File: config.mk
export PLATFORM = sky130hd
export DESIGN_NAME = midi_tx_flat
export DESIGN_NICKNAME = d
export VERILOG_FILES = /design/src/rtl/midi_tx_if.sv /design/src/rtl/midi_tx.sv /design/src/flat_wrapper.sv
export SDC_FILE = /design/constraint.sdc
export NUM_CORES = 1
export LEC_CHECK = 0
export CORE_MARGIN = 3
export CORE_UTILIZATION = 55
export DETAILED_ROUTE_END_ITERATION = 8
export PLACE_DENSITY_LB_ADDON = 0.1
export REMOVE_ABC_BUFFERS = 1
export SETUP_SLACK_MARGIN = 0.02
export SYNTH_ARGS = -nofsm -noshare
export SYNTH_HDL_FRONTEND = slang
export SYNTH_SLANG_ARGS = --single-unit
File: constraint.sdc
create_clock -name clk -period 2.1 [get_ports clk]
set_input_delay 0.21 -clock clk [delete_from_list [all_inputs] [get_ports clk]]
set_output_delay 0.21 -clock clk [all_outputs]
set_load 0.05 [all_outputs]
File: src/rtl/midi_tx_if.sv
// FIFO-side handshake between an upstream byte FIFO and the MIDI transmitter.
// The master drives occupancy and head byte; the slave returns the pop strobe.
interface midi_tx_if;
  logic       fifo_empty;
  logic [7:0] data_i;
  logic       stb_rd;

  modport master (
    output fifo_empty,
    output data_i,
    input  stb_rd
  );

  modport slave (
    input  fifo_empty,
    input  data_i,
    output stb_rd
  );
endinterface

File: src/rtl/midi_tx.sv
// MIDI serial transmitter: pops bytes from a FIFO and sends 8N1 frames, CLK_DIV clocks per bit.
// Optional running-status suppression is compiled in with `define MIDI_TX_RUNNING_STATUS_EN.
module midi_tx #(
  parameter int unsigned CLK_DIV = 32
) (
  input  logic       clk,
  input  logic       reset,
  midi_tx_if.slave   fifo,
  output logic       tx,
  output logic       busy
);

  localparam int unsigned CNT_W  = 16;
  localparam int unsigned BIT_W  = 3;
  localparam int unsigned DATA_W = 8;

  localparam logic [CNT_W-1:0] CNT_LAST = CNT_W'(CLK_DIV - 1);
  localparam logic [BIT_W-1:0] BIT_LAST = BIT_W'(DATA_W - 1);

  localparam logic [1:0] S_IDLE  = 2'd0;
  localparam logic [1:0] S_START = 2'd1;
  localparam logic [1:0] S_DATA  = 2'd2;
  localparam logic [1:0] S_STOP  = 2'd3;

  logic [1:0]        state_q, state_d;
  logic [CNT_W-1:0]  cnt_q, cnt_d;
  logic [BIT_W-1:0]  bit_q, bit_d;
  logic [DATA_W-1:0] shift_q, shift_d;
  logic              tx_q, tx_d;
  logic              busy_q, busy_d;
  logic              pop_c;
  logic              suppress_c;
  logic              baud_done_c;

  assign baud_done_c = (cnt_q == CNT_LAST);

`ifdef MIDI_TX_RUNNING_STATUS_EN
  logic              rs_valid_q, rs_valid_d;
  logic [DATA_W-1:0] rs_byte_q, rs_byte_d;
  logic              is_chan_c;
  logic              is_sys_common_c;

  // Channel status 0x80..0xEF may be elided; 0xF0..0xF7 cancels running status.
  assign is_chan_c       = (fifo.data_i >= 8'h80) && (fifo.data_i <= 8'hEF);
  assign is_sys_common_c = (fifo.data_i[7:3] == 5'b11110);
  assign suppress_c      = is_chan_c && rs_valid_q && (fifo.data_i == rs_byte_q);

  always_comb begin
    rs_valid_d = rs_valid_q;
    rs_byte_d  = rs_byte_q;
    if (pop_c && !suppress_c) begin
      if (is_chan_c) begin
        rs_valid_d = 1'b1;
        rs_byte_d  = fifo.data_i;
      end else if (is_sys_common_c) begin
        rs_valid_d = 1'b0;
      end
    end
  end

  always_ff @(posedge clk) begin
    if (reset) begin
      rs_valid_q <= 1'b0;
      rs_byte_q  <= '0;
    end else begin
      rs_valid_q <= rs_valid_d;
      rs_byte_q  <= rs_byte_d;
    end
  end
`else
  assign suppress_c = 1'b0;
`endif

  // Next-state logic; tx/busy are derived from the next state so they register with it.
  always_comb begin
    state_d = state_q;
    cnt_d   = cnt_q;
    bit_d   = bit_q;
    shift_d = shift_q;
    pop_c   = 1'b0;

    case (state_q)
      S_IDLE: begin
        cnt_d = '0;
        bit_d = '0;
        if (!fifo.fifo_empty) begin
          pop_c = 1'b1;
          if (!suppress_c) begin
            shift_d = fifo.data_i;
            state_d = S_START;
          end
        end
      end
      S_START: begin
        if (baud_done_c) begin
          cnt_d   = '0;
          state_d = S_DATA;
        end else begin
          cnt_d = cnt_q + CNT_W'(1);
        end
      end
      S_DATA: begin
        if (baud_done_c) begin
          cnt_d   = '0;
          shift_d = shift_q >> 1;
          bit_d   = bit_q + BIT_W'(1);
          if (bit_q == BIT_LAST) begin
            state_d = S_STOP;
          end
        end else begin
          cnt_d = cnt_q + CNT_W'(1);
        end
      end
      S_STOP: begin
        if (baud_done_c) begin
          cnt_d   = '0;
          state_d = S_IDLE;
        end else begin
          cnt_d = cnt_q + CNT_W'(1);
        end
      end
      default: begin
        state_d = S_IDLE;
        cnt_d   = '0;
        bit_d   = '0;
      end
    endcase

    case (state_d)
      S_START: tx_d = 1'b0;
      S_DATA:  tx_d = shift_d[0];
      default: tx_d = 1'b1;
    endcase
    busy_d = (state_d != S_IDLE);
  end

  always_ff @(posedge clk) begin
    if (reset) begin
      state_q <= S_IDLE;
      cnt_q   <= '0;
      bit_q   <= '0;
      shift_q <= '0;
      tx_q    <= 1'b1;
      busy_q  <= 1'b0;
    end else begin
      state_q <= state_d;
      cnt_q   <= cnt_d;
      bit_q   <= bit_d;
      shift_q <= shift_d;
      tx_q    <= tx_d;
      busy_q  <= busy_d;
    end
  end

  // Pop strobe is a same-cycle acknowledge of the FIFO head, masked during reset.
  assign fifo.stb_rd = pop_c && !reset;
  assign tx          = tx_q;
  assign busy        = busy_q;

endmodule

File: src/flat_wrapper.sv
// flat-port wrapper written by rule: the top's interface ports become plain ports
module midi_tx_flat 
#(
  parameter int unsigned CLK_DIV = 32
)
  (clk, reset, tx, busy, fifo_fifo_empty, fifo_data_i, fifo_stb_rd);
  midi_tx_if fifo_i ();
  input  logic clk;
  input  logic reset;
  output logic tx;
  output logic busy;
  input wire logic [$bits(fifo_i.fifo_empty)-1:0] fifo_fifo_empty;
  input wire logic [$bits(fifo_i.data_i)-1:0] fifo_data_i;
  output wire logic [$bits(fifo_i.stb_rd)-1:0] fifo_stb_rd;
  assign fifo_i.fifo_empty = fifo_fifo_empty;
  assign fifo_i.data_i = fifo_data_i;
  assign fifo_stb_rd = fifo_i.stb_rd;
  midi_tx #(.CLK_DIV(CLK_DIV)) u_core (.clk(clk), .reset(reset), .fifo(fifo_i), .tx(tx), .busy(busy));
endmodule
==> results of run 1 <==
worst max path at each step:
stage	start	slack, ps	to
after detailed placement	fifo_fifo_empty	320	fifo_stb_rd
after floorplan	u_core.state_q[1]	340	fifo_stb_rd
final	u_core.state_q[1]	180	fifo_stb_rd
after global routing	u_core.state_q[1]	110	fifo_stb_rd
after global placement	fifo_fifo_empty	350	fifo_stb_rd
after CTS	u_core.state_q[1]	170	fifo_stb_rd
area by class of cell:
type / count / area, µm²
clock buffers: 8 / 68.8
flip-flops and latches: 31 / 621
multi-input cells: 117 / 741
repair buffers: 15 / 155
fillers: 207 / 712
inverters: 2 / 7.51
well taps: 28 / 35.0
kinds of logic (layout without fill, tap and decap cells):
group	count (synthesis)	count (layout)	share of synthesized area (%)
buffers and inverters	11	25	4.56
AND/OR/NAND/NOR	72	72	27.5
flip-flops	31	31	43.5
XOR/XNOR	15	15	9.21
adder cells (fa/ha/maj)	3	3	2.63
AO/OA/AOI/OAI	27	27	12.6
metal layers:
metal  global-route usage, %  wire length [µm]
met5                       0                 0
met4                    6.95                46
met3                    8.05               158
met2                    29.5              1230
met1                    21.3              1200
cell usage after synthesis (all sizes together), types with 3 or more instances:
cell type / instances / area share [%]
dfxtp: 31 / 44
nor2: 28 / 7.9
nand3: 12 / 4.2
a21oi: 10 / 3.5
a22oi: 9 / 5.1
nand2: 8 / 2.1
xor2: 8 / 4.9
xnor2: 7 / 4.3
nor3: 6 / 2.5
buf: 5 / 3.0
clkbuf: 4 / 1.1
nand4: 4 / 1.8
and3: 3 / 1.5
ha: 3 / 2.6
through the flow:
step | cells | setup slack [ps] | instance area [µm²]
3_5_place_dp | 193 | 323 | 1560
4_1_cts | 201 | 174 | 1630
6_report | 201 | 180 | 1630
2_1_floorplan | 150 | 340 | 1370
3_3_place_gp | 193 | 345 | 1560
5_1_grt | 201 | 105 | 1630
state kept, by name, summed over array words and instances (netlist names):
name            count
u_core.shift_q      8
u_core.state_q      2
u_core.cnt_q       16
u_core.bit_q        3
u_core.busy         1
u_core.tx           1
report_power, final:
part           switching, mW  total [mW]  internal (mW)
sequential           0.00913       0.611          0.602
combinational         0.0500      0.0943         0.0443
clock                  0.198       0.395          0.197
worst max-delay path, delay by kind of cell, from the launching register on:
| kind | cells | cell delay [ps] |
|---|---|---|
| flops | 1 | 430 |
| buf+inv | 1 | 170 |
| simple gates | 2 | 770 |
==> reports/results.ini, run 1 <==
[status]
outcome = completed

[synth]
avgSynthCellArea_um2 = 8.97
postSynthCellCount = 159
synth_cell_types = 36
yosysWarnings = 0
synth-seq-cells = 31
synthFlopType = dfxtp_1
synth_edf_count = 0
synth_async_sr_flop_share_pct = 0
yosysSeqAreaShare_pct = 43.5
syn_area_um2 = 1430

[pwr]
peakVddDrop_uv = 552
finalPower_mw = 1.10
p_leak_nw = 0.570
powerDensity_nw_per_um2 = 676

[critical_path]
cp.required_ps = 1890
arrival_ps = 1710
crit_path_start_kind = flip-flop
crit_path_max_fanout = 12
path_class = flip-flop to output pin
r2r-end = u_core.shift_q[2]
r2r_setup_slack_ps = 360
r2r_start = u_core.cnt_q[0]
path_cells = or3_1, nor2_1, buf_12
critical_path.slowest_cell = or3_1
cpPeakStageDelay_ps = 540
ff2ff_path_depth = 6
cp-end-kind = output pin

[clock_network]
root_buffer = clkbuf_4
cts_tree = built
cts_setup_buffers = 0
ctsResizeCount = 0
ctsHoldBuffers = 0
path_clk_slew_ps = 90
insertion_delay_ps = 330
htreeDepth = 2
cts_buffer_depth = 2
cts.sinks = 31
numCtsBuffers = 5

[routing]
first_pass_iters = 4
num_vias = 1152
drtIter0Drc = 37
wl_per_cell_um = 13.1
via_per_inst = 5.73
drc = 0
ant_nets = 0
wirelength_mm = 2.63

[final_layout]
num_antenna_cells = 0
final_util_pct = 69.6
syn2layout_area_growth_pct = 14.1
final_cell_mix = 31 x dfxtp_1, 25 x nor2_1, 12 x nand3_1, 12 x clkdlybuf4s50_1, 10 x a21oi_1
layout-drive-gt1-share_pct = 11.6
final_nets = 186
final_common_cell = dfxtp_1

[flow_run]
cap_violations = 0

[floorplan]
rows = 17
die_h_um = 56.9
die-area_um2 = 3240
initial_core_util_pct = 61.0
core_area_um2 = 2340
die_w_um = 56.9
io_pins = 14

[sta]
fin_crit_sh_pct = 91.5
final-hold-violation-count = 0
post-route-min-period_ps = 1920
tightest_slew_ps = 589
maxSlewHeadroom_pct = 60.6
skew_ps = 6.87
tns_ps = 0
rsz0062_at_grt = no
setup_viol = 0
holdWs_ps = 437
fmax_ghz = 0.521
slew_violations = 0

[min_path]
hold_path_end = u_core.shift_q[7]
hp-class = primary input to flip-flop
hold_start = fifo_data_i[7]
hold_path_depth = 3

[grt]
grt_start_max_net_pins = 18
overflow = 0
track_usage_pct = 18.3
grt_antenna_before_repair = 0
grt_first_pass_wirelength_mm = 4.62
grt_pass1_vias = 1091

[placement]
dp_hpwl_mm = 1.86
io_buffers = 13
gp_congestion = 0.754

No activity file was read; power rests on OpenSTA's default activity.
==> inputs of run 2 (changes only) <==
--- a/config.mk
+++ b/config.mk
@@ -5,10 +5,12 @@
 export SDC_FILE = /design/constraint.sdc
 export NUM_CORES = 1
 export LEC_CHECK = 0
+export CELL_PAD_IN_SITES_DETAIL_PLACEMENT = 0
+export CELL_PAD_IN_SITES_GLOBAL_PLACEMENT = 1
 export CORE_MARGIN = 3
-export CORE_UTILIZATION = 55
+export CORE_UTILIZATION = 42
 export DETAILED_ROUTE_END_ITERATION = 8
-export PLACE_DENSITY_LB_ADDON = 0.1
+export PLACE_DENSITY = 0.77
 export REMOVE_ABC_BUFFERS = 1
 export SETUP_SLACK_MARGIN = 0.02
 export SYNTH_ARGS = -nofsm -noshare
==> run 2 against run 1 <==
Maximum frequency is 0.36% higher. Largest cell class unchanged. Critical path depth stayed put. Design area hardly changed. Via count is 0.17% lower. Highest routed layer unchanged.
==> reports/results.ini, run 2 (same netlist as run 1, synthesis figures left out) <==
[floorplan]
initial_core_util_pct = 45.2  ; -16 points
die_h_um = 64.3  ; +13%
die-area_um2 = 4130  ; +27%
core_area_um2 = 3150  ; +35%
io_pins = 14  ; unchanged
die_w_um = 64.3  ; +13%
rows = 20  ; +3

[final_layout]
final_nets = 186  ; unchanged
reg_top3 = u_core.cnt_q (16), u_core.shift_q (8), u_core.bit_q (3)
nFillCells = 325  ; +57%
stdcell_count = 217  ; +8.0%
largest_reg_flops = 16  ; unchanged
num_antenna_cells = 0  ; unchanged
syn2layout_area_growth_pct = 14.2  ; about the same
regMostFlops = u_core.cnt_q
final_cell_mix = 31 x dfxtp_1, 25 x nor2_1, 12 x nand3_1, 12 x clkdlybuf4s50_1, 10 x a21oi_1
layout-drive-gt1-share_pct = 11.0  ; -0.58 points
final_common_cell = dfxtp_1

[clock_network]
ctsResizeCount = 0  ; unchanged
path_clk_slew_ps = 100  ; about the same
numCtsBuffers = 5  ; unchanged
root_buffer = clkbuf_4
cts_setup_buffers = 0  ; unchanged
ctsHoldBuffers = 0  ; unchanged
cts_buffer_depth = 2  ; unchanged
cts.sinks = 31  ; unchanged
htreeDepth = 2  ; unchanged
cts_tree = built
insertion_delay_ps = 330  ; about the same

[min_path]
hp-class = primary input to flip-flop

[routing]
first_pass_iters = 4  ; unchanged
top_layer = met4
ant_nets = 0  ; unchanged
wirelength_mm = 2.63  ; +0.19%
wl_per_cell_um = 12.1  ; -7.2%
wl_met2_mm = 1.22  ; -0.24%
num_vias = 1150  ; -0.17%
via_per_inst = 5.30  ; -7.5%
drtIter0Drc = 78  ; +110%
drc = 0  ; unchanged
wl_met3_um = 116  ; -27%
wl_met1_mm = 1.25  ; +4.6%

[pwr]
peakVddDrop_uv = 391  ; -29%
powerDensity_nw_per_um2 = 634  ; -6.2%
p_leak_nw = 0.561  ; -1.6%

[sta]
post-route-min-period_ps = 1910  ; -6.92 ps
setup_viol = 0  ; unchanged
fin_crit_sh_pct = 91.1  ; -0.33 points
rsz0062_at_grt = no
tightest_slew_ps = 583  ; -5.58 ps
fmax_ghz = 0.523  ; +0.36%
maxSlewHeadroom_pct = 60.9  ; +0.37 points
final-hold-violation-count = 0  ; unchanged
tns_ps = 0  ; unchanged
skew_ps = 11.9  ; +5.05 ps
slew_violations = 0  ; unchanged

[critical_path]
crit_path_start_kind = flip-flop
critical_path.slowest_cell = or3_1
arrival_ps = 1700  ; about the same
crit_path_max_fanout = 12  ; unchanged
path_cells = or3_1, nor2_1, buf_12
path_class = flip-flop to output pin
cp-end-kind = output pin
cp.required_ps = 1890  ; about the same
cpPeakStageDelay_ps = 530  ; about the same

[grt]
grt_antenna_before_repair = 0  ; unchanged
grt_pass1_vias = 1043  ; -4.4%
grt_first_pass_wirelength_mm = 4.68  ; +1.3%
overflow = 0  ; unchanged
track_usage_pct = 14.4  ; -3.9 points
grt_start_max_net_pins = 18  ; unchanged

[flow_run]
cap_violations = 0  ; unchanged

[placement]
gp_congestion = 0.758  ; +0.61%
dp_hpwl_mm = 1.89  ; +1.3%
place_inst = 209  ; +8.3%
io_buffers = 13  ; unchanged

[status]
outcome = completed

run 2: cell count changes in the layout (fill, tap and decap cells not counted), sizes merged:
cell	previous run	this run
clkbuf	8	7
clkinv	0	1
run 2: path summary, 6_finish.rpt:
path / startpoint / end / slack [ps] / depth (start not counted)
setup / recovery: u_core.state_q[1] / fifo_stb_rd / 190 / 3
hold / removal: fifo_data_i[7] / u_core.shift_q[7] / 430 / 3
hold reg to reg: u_core.cnt_q[0] / u_core.cnt_q[0] / 450 / 1
setup reg to reg: u_core.cnt_q[0] / u_core.tx / 370 / 6
run 2: layout make-up:
cell class | count | area, µm² | share of cell area (%)
clock buffers | 7 | 45.0 | 2.76
clock inverters | 1 | 5.00 | 0.307
inverters | 2 | 7.51 | 0.461
multi-input cells | 117 | 741 | 45.5
flip-flops and latches | 31 | 621 | 38.1
well taps | 44 | 55.1 | 3.38
repair buffers | 15 | 155 | 9.52
run 2: layer usage:
layer / up-vias / GRT usage (%)
li1: 593 / -
met1: 534 / 17.4
met2: 18 / 23.1
met3: 5 / 6.15
met4: 0 / 4.75
met5: - / 0
run 2: per-stage QoR:
stage | power, mW | hold slack, ps | cell area (µm²) | util, % | worst slack [ps]
after global placement | 0.718 | 429 | 1580 | 50.1 | 332
after floorplan | 0.672 | 279 | 1370 | - | 340
after CTS | 1.05 | 410 | 1630 | 51.7 | 160
after detailed placement | 0.719 | 442 | 1580 | 50.1 | 331
after global routing | 1.10 | 428 | 1630 | 51.7 | 51.2
final | 1.03 | 434 | 1630 | 51.7 | 186
run 2: worst max-delay path, delay by kind of cell (launching register included):
family	cells	cell delay, ps
AND/OR/NAND/NOR	2	760
flip-flops	1	440
buffers and inverters	1	170
run 2: power breakdown:
part,switching [mW],internal (mW)
combinational,0.0496,0.0443
clock,0.197,0.130
sequential,0.00918,0.602
